## config.mk

```make
export PLATFORM = sky130hd
export DESIGN_NAME = alu_mdu_seq
export DESIGN_NICKNAME = d
export VERILOG_FILES = /design/src/rtl/alu_mdu_seq.sv
export SDC_FILE = /design/constraint.sdc
export NUM_CORES = 1
export LEC_CHECK = 0
export CORE_MARGIN = 5
export CORE_UTILIZATION = 40
export DETAILED_ROUTE_END_ITERATION = 7
export PLACE_DENSITY_LB_ADDON = 0.12
export SLEW_MARGIN = 20
export SYNTH_ARGS = -nofsm -noshare
export SYNTH_HDL_FRONTEND = slang
export SYNTH_SLANG_ARGS = --single-unit
```

## constraint.sdc

```tcl
create_clock -name clk -period 16.7 [get_ports clk]
set_clock_uncertainty 0.2 [all_clocks]
set_input_delay 2.505 -clock clk [delete_from_list [all_inputs] [get_ports clk]]
set_output_delay 2.505 -clock clk [all_outputs]
set_load 0.02 [all_outputs]
```

## src/rtl/alu_mdu_seq.sv

```systemverilog
// Registered execute-stage ALU with an iterative RV32M multiply/divide engine.
// Base ops finish one cycle after accept; M ops share a shift/add-subtract datapath.
module alu_mdu_seq #(
  parameter int DATA_WIDTH    = 32,
  parameter int OPCODE_LENGTH = 5
) (
  input  logic                     clk,
  input  logic                     reset,
  input  logic                     in_valid,
  output logic                     in_ready,
  input  logic [DATA_WIDTH-1:0]    SrcA,
  input  logic [DATA_WIDTH-1:0]    SrcB,
  input  logic [OPCODE_LENGTH-1:0] Operation,
  output logic                     out_valid,
  output logic [DATA_WIDTH-1:0]    ALUResult
);

  localparam int W  = DATA_WIDTH;
  localparam int SW = $clog2(DATA_WIDTH);

  typedef enum logic [1:0] {IDLE, BUSY, DONE} state_t;

  state_t          state, state_nxt;
  logic [4:0]      op;
  logic            accept, is_mop;
  logic [SW-1:0]   shamt;
  logic [W-1:0]    base_res;

  logic            mul_sa, mul_sb, div_s, a_neg, b_neg;
  logic [W-1:0]    a_mag, b_mag;

  logic [2:0]      m_op;
  logic [2*W-1:0]  acc;
  logic [W-1:0]    mcand, a_keep, res_q;
  logic            neg_q, neg_r, b_zero;
  logic [SW-1:0]   cnt;

  logic [W:0]      mul_sum, div_tmp;
  logic [W-1:0]    div_diff, quot, rem, m_res;
  logic            div_ok;
  logic [2*W-1:0]  mul_next, div_next, prod;

  assign op        = Operation[4:0];
  assign accept    = in_valid && in_ready;
  assign is_mop    = op[4] && !op[3];
  assign shamt     = SrcB[SW-1:0];
  assign in_ready  = (state != BUSY);
  assign out_valid = (state == DONE);
  assign ALUResult = res_q;

  // NOTE: every always_comb output gets a default first so no path can infer a latch.
  always_comb begin
    base_res = '0;
    case (op)
      5'b00000: base_res = SrcA & SrcB;
      5'b00001: base_res = SrcA | SrcB;
      5'b00100: base_res = SrcA ^ SrcB;
      5'b00101: base_res = SrcA + SrcB;
      5'b00011: base_res = SrcA - SrcB;
      5'b01000: base_res = W'(SrcA == SrcB);
      5'b01001: base_res = W'(SrcA != SrcB);
      5'b01010: base_res = W'($signed(SrcA) <  $signed(SrcB));
      5'b01011: base_res = W'($signed(SrcA) >= $signed(SrcB));
      5'b01111: base_res = W'(SrcA <  SrcB);
      5'b00010: base_res = W'(SrcA >= SrcB);
      5'b01100: base_res = SrcA >> shamt;
      5'b01101: base_res = SrcA << shamt;
      5'b01110: base_res = $unsigned($signed(SrcA) >>> shamt);
      default:  base_res = '0;
    endcase
  end

  // Operand signedness: MUL/MULH/MULHSU treat A as signed, only MUL/MULH treat B as signed.
  always_comb begin
    mul_sa = (op[1:0] != 2'b11);
    mul_sb = !op[1];
    div_s  = !op[0];
    a_neg  = SrcA[W-1] & (op[2] ? div_s : mul_sa);
    b_neg  = SrcB[W-1] & (op[2] ? div_s : mul_sb);
    a_mag  = a_neg ? -SrcA : SrcA;
    b_mag  = b_neg ? -SrcB : SrcB;
  end

  // acc holds {partial product, multiplier} or {partial remainder, dividend/quotient}.
  always_comb begin
    mul_sum  = {1'b0, acc[2*W-1:W]} + (acc[0] ? {1'b0, mcand} : '0);
    mul_next = {mul_sum, acc[W-1:1]};
    div_tmp  = {acc[2*W-1:W], acc[W-1]};
    div_ok   = (div_tmp >= {1'b0, mcand});
    div_diff = div_tmp[W-1:0] - mcand;
    div_next = {(div_ok ? div_diff : div_tmp[W-1:0]), acc[W-2:0], div_ok};
    prod     = neg_q ? -mul_next : mul_next;
    quot     = neg_q ? -div_next[W-1:0] : div_next[W-1:0];
    rem      = neg_r ? -div_next[2*W-1:W] : div_next[2*W-1:W];
    case (m_op)
      3'b000:          m_res = prod[W-1:0];
      3'b100, 3'b101:  m_res = b_zero ? '1 : quot;
      3'b110, 3'b111:  m_res = b_zero ? a_keep : rem;
      default:         m_res = prod[2*W-1:W];
    endcase
  end

  always_comb begin
    state_nxt = state;
    case (state)
      BUSY:    if (cnt == SW'(W-1)) state_nxt = DONE;
      default: state_nxt = accept ? (is_mop ? BUSY : DONE) : IDLE;
    endcase
  end

  // NOTE: sequential state uses non-blocking assignments so all registers update together.
  always_ff @(posedge clk) begin
    if (reset) state <= IDLE;
    else       state <= state_nxt;
  end

  always_ff @(posedge clk) begin
    if (reset) begin
      m_op   <= '0;
      acc    <= '0;
      mcand  <= '0;
      a_keep <= '0;
      neg_q  <= 1'b0;
      neg_r  <= 1'b0;
      b_zero <= 1'b0;
      cnt    <= '0;
      res_q  <= '0;
    end else if (accept) begin
      cnt    <= '0;
      m_op   <= op[2:0];
      a_keep <= SrcA;
      b_zero <= (SrcB == '0);
      neg_q  <= a_neg ^ b_neg;
      neg_r  <= a_neg & op[2];
      if (is_mop) begin
        acc   <= {{W{1'b0}}, (op[2] ? a_mag : b_mag)};
        mcand <= op[2] ? b_mag : a_mag;
      end else begin
        res_q <= base_res;
      end
    end else if (state == BUSY) begin
      cnt <= cnt + 1'b1;
      acc <= m_op[2] ? div_next : mul_next;
      if (cnt == SW'(W-1)) res_q <= m_res;
    end
  end

endmodule

```

==> results.json <==
{
  "cts_resized": 0,
  "drt_iter0_markers": 3601,
  "die_h_um": 266,
  "clk_pin_slew_worst_paths_ns": 0.07,
  "ys_types": 96,
  "antenna_cells": 0,
  "fin_crit_sh_pct": 44.0,
  "fin_setup_tns_ns": 0,
  "p_comb_share_pct": 52.7,
  "hold_violations": 0,
  "p_seq_share_pct": 24.2,
  "ys_ff_latch": 173,
  "crit_required_ns": 16.85,
  "vias": 29821,
  "hpwlAfterDp_um": 103000,
  "io_pins": 106,
  "multi_input_area_um2": 20900,
  "finalCriticalPeriod_ns": 7.34,
  "yosysSeqAreaShare_pct": 13.3,
  "power_frac_clock_pct": 23.1,
  "p_int_mw": 1.03,
  "crit_fanout": 13,
  "cp-end-kind": "flop",
  "dpl.cell_count": 4515,
  "wl_um": 132000,
  "root_buffer": "clkbuf_16",
  "tightest_slew_ns": 1.25,
  "io_buffers": 105,
  "cts_buffer_depth": 2,
  "hold_class": "flop to flop",
  "setup_viol": 0,
  "grt-ovfl-total": 0,
  "status": "finished clean",
  "ctsHoldBuffers": 0,
  "switchingPower_mw": 0.922,
  "rsz0062_at_grt": "false",
  "synth_ff_type": "dfxtp_1",
  "drtAntennaViolNets": 0,
  "grt_max_degree": 98,
  "die_area_um2": 70500,
  "antenna_found_initial": 2,
  "critPathKind": "input pin to flop",
  "grt_pass1_wl_um": 191000,
  "slew_headroom_pct": 16.3,
  "cts_tree": "yes",
  "postCtsSetupBuffers": 0,
  "drv_cap": 0,
  "core_area_um2": 64600,
  "synth-async-reset-ratio_pct": 0,
  "leakage_nw": 10.9,
  "synth_area_um2": 26100,
  "start_kind": "input pin",
  "synth-edff-count": 0,
  "cts.htree.levels": 4,
  "fp.dieW_um": 266,
  "final_common_cell": "nor2_1",
  "wl_per_cell_um": 29.0,
  "cts.sinks": 173,
  "grt_usage_pct": 35.5,
  "drive_gt1_share_pct": 6.64,
  "crit_arrival_ns": 7.49,
  "first_pass_iters": 7,
  "cts_buffers": 17,
  "final_cell_mix": "460 x nor2_1, 370 x a21oi_1, 369 x nand2_1, 284 x o21ai_0, 170 x dfxtp_1",
  "nets": 3922,
  "ys_warn_count": 0,
  "final-max-slew-violation-count": 0,
  "switching_share_pct": 47.4,
  "p_per_area_nw_per_um2": 68.9,
  "std_cell_rows": 93,
  "area_growth_pct": 8.16,
  "regArea_um2": 3470,
  "vias_per_cell": 6.56,
  "initial_core_util_pct": 40.4,
  "avgSynthCellArea_um2": 6.87,
  "ir_worst_vdd_v": 0.0000655,
  "fill_cells": 6867,
  "gp_congestion": 1.03,
  "fmax_ghz": 0.136,
  "clk_latency_ns": 0.46,
  "netlist_instances": 3800,
  "stdcell_count": 4547,
  "drc": 0,
  "grt_pass1_vias": 27766,
  "syn_nets": 4043
}
stage by stage:
stage / hold slack [ns] / setup slack (ns) / utilization [%] / instance area [um2] / power [mW]
6_report: 0.257 / 9.36 / 43.7 / 28200 / 1.95
5_1_grt: 0.275 / 9.15 / 43.7 / 28200 / 2.03
4_1_cts: 0.259 / 9.53 / 43.7 / 28200 / 1.92
3_5_place_dp: 0.249 / 9.07 / 42.8 / 27600 / 1.47
3_3_place_gp: 0.244 / 9.08 / 42.8 / 27600 / 1.48
2_1_floorplan: 0.233 / 9.43 / - / 26100 / 1.13
cells in the mapped netlist, types with 22 or more instances:
| cell | number | area (um2) |
|---|---|---|
| a211o_1 | 22 | 193 |
| o22ai_1 | 28 | 175 |
| nor2_1 | 463 | 1740 |
| ha_1 | 167 | 2090 |
| nor2b_1 | 22 | 138 |
| o21ai_0 | 284 | 1420 |
| a21o_1 | 49 | 368 |
| mux2i_1 | 111 | 1110 |
| o31ai_1 | 49 | 368 |
| nand3_1 | 62 | 310 |
| xnor2_1 | 161 | 1410 |
| o211ai_1 | 74 | 556 |
| a31oi_1 | 51 | 319 |
| a21oi_1 | 370 | 1850 |
| buf_1 | 35 | 131 |
| a221oi_1 | 25 | 219 |
| a211oi_1 | 102 | 766 |
| clkbuf_1 | 263 | 987 |
| o21a_1 | 26 | 195 |
| nand2_1 | 372 | 1400 |
| nand2b_1 | 31 | 194 |
| or3_1 | 40 | 250 |
| and2_1 | 26 | 163 |
| and3_1 | 29 | 181 |
| xor2_1 | 61 | 534 |
| dfxtp_1 | 173 | 3460 |
| inv_1 | 157 | 589 |
| nor3_1 | 63 | 315 |
| nor4_1 | 35 | 219 |
| a22oi_1 | 40 | 300 |
| mux4_2 | 45 | 1010 |
metal layers:
layer / vias up / GRT usage, % / share of wire, % / routed length, um
li1: 13679 / - / - / -
met1: 14342 / 47.1 / 42 / 55200
met2: 1517 / 57.3 / 45 / 59100
met3: 281 / 4.52 / 7.5 / 9850
met4: 2 / 17.2 / 5.9 / 7790
met5: - / 0 / 0.0061 / 8
worst max-delay path: stages:
cell and delay (ns):
clkdlybuf4s50_1 0.89, inv_1 0.20, ha_1 0.58, nand2_1 0.17, nor3_1 0.37, nand3_1 0.23, nor4_1 0.54, nor4_1 0.15
a211oi_1 0.51, o2111ai_1 0.24, mux2i_1 0.16, o31ai_1 0.56, nand2_1 0.13, a31oi_1 0.17, a211oi_1 0.06
state kept, by name (all words and copies together), names as in the netlist:
name       count
ALUResult     32
a_keep        32
acc           64
b_zero         1
cnt            5
m_op           3
mcand         32
neg_q          1
neg_r          1
state          2
final timing paths:
path / from / to / slack [ns] / cells past startpoint
min: a_keep[28] / a_keep[28] / 0.26 / 2
max reg2reg: acc[0] / ALUResult[26] / 10.58 / 16
min reg2reg: a_keep[28] / a_keep[28] / 0.26 / 2
max: SrcA[20] / ALUResult[31] / 9.36 / 15
power by group through the flow:
stage | registers (mW) | logic [mW] | clock network (mW)
detailed placement | 0.479 | 0.995 | 0
CTS | 0.469 | 1.00 | 0.450
global placement | 0.479 | 1.00 | 0
global route | 0.473 | 1.09 | 0.466
finish | 0.471 | 1.03 | 0.450
floorplan | 0.461 | 0.671 | 0
cell families (layout without fill, tap and decap cells):
logic type / after synthesis / count (layout) / share of synthesized area [%]
AOI/OAI and AO/OA: 1331 / 1331 / 33.1
and+or+nand+nor: 1244 / 1244 / 21.8
buffers and inverters: 483 / 375 / 7.09
xor gates and xnor gates: 222 / 222 / 7.45
muxes: 176 / 176 / 9.00
DFF: 173 / 173 / 13.3
adders and majority gates: 171 / 171 / 8.31
area by class of cell:
cell class | instances | share of cell area, %
multi-input cells | 3144 | 73.9
repair buffers | 180 | 5.62
inverters | 163 | 2.17
flip-flops and latches | 173 | 12.3
clock buffers | 20 | 1.62
clock inverters | 12 | 0.602
well taps | 855 | 3.79
(Power assumes the default switching activity.)
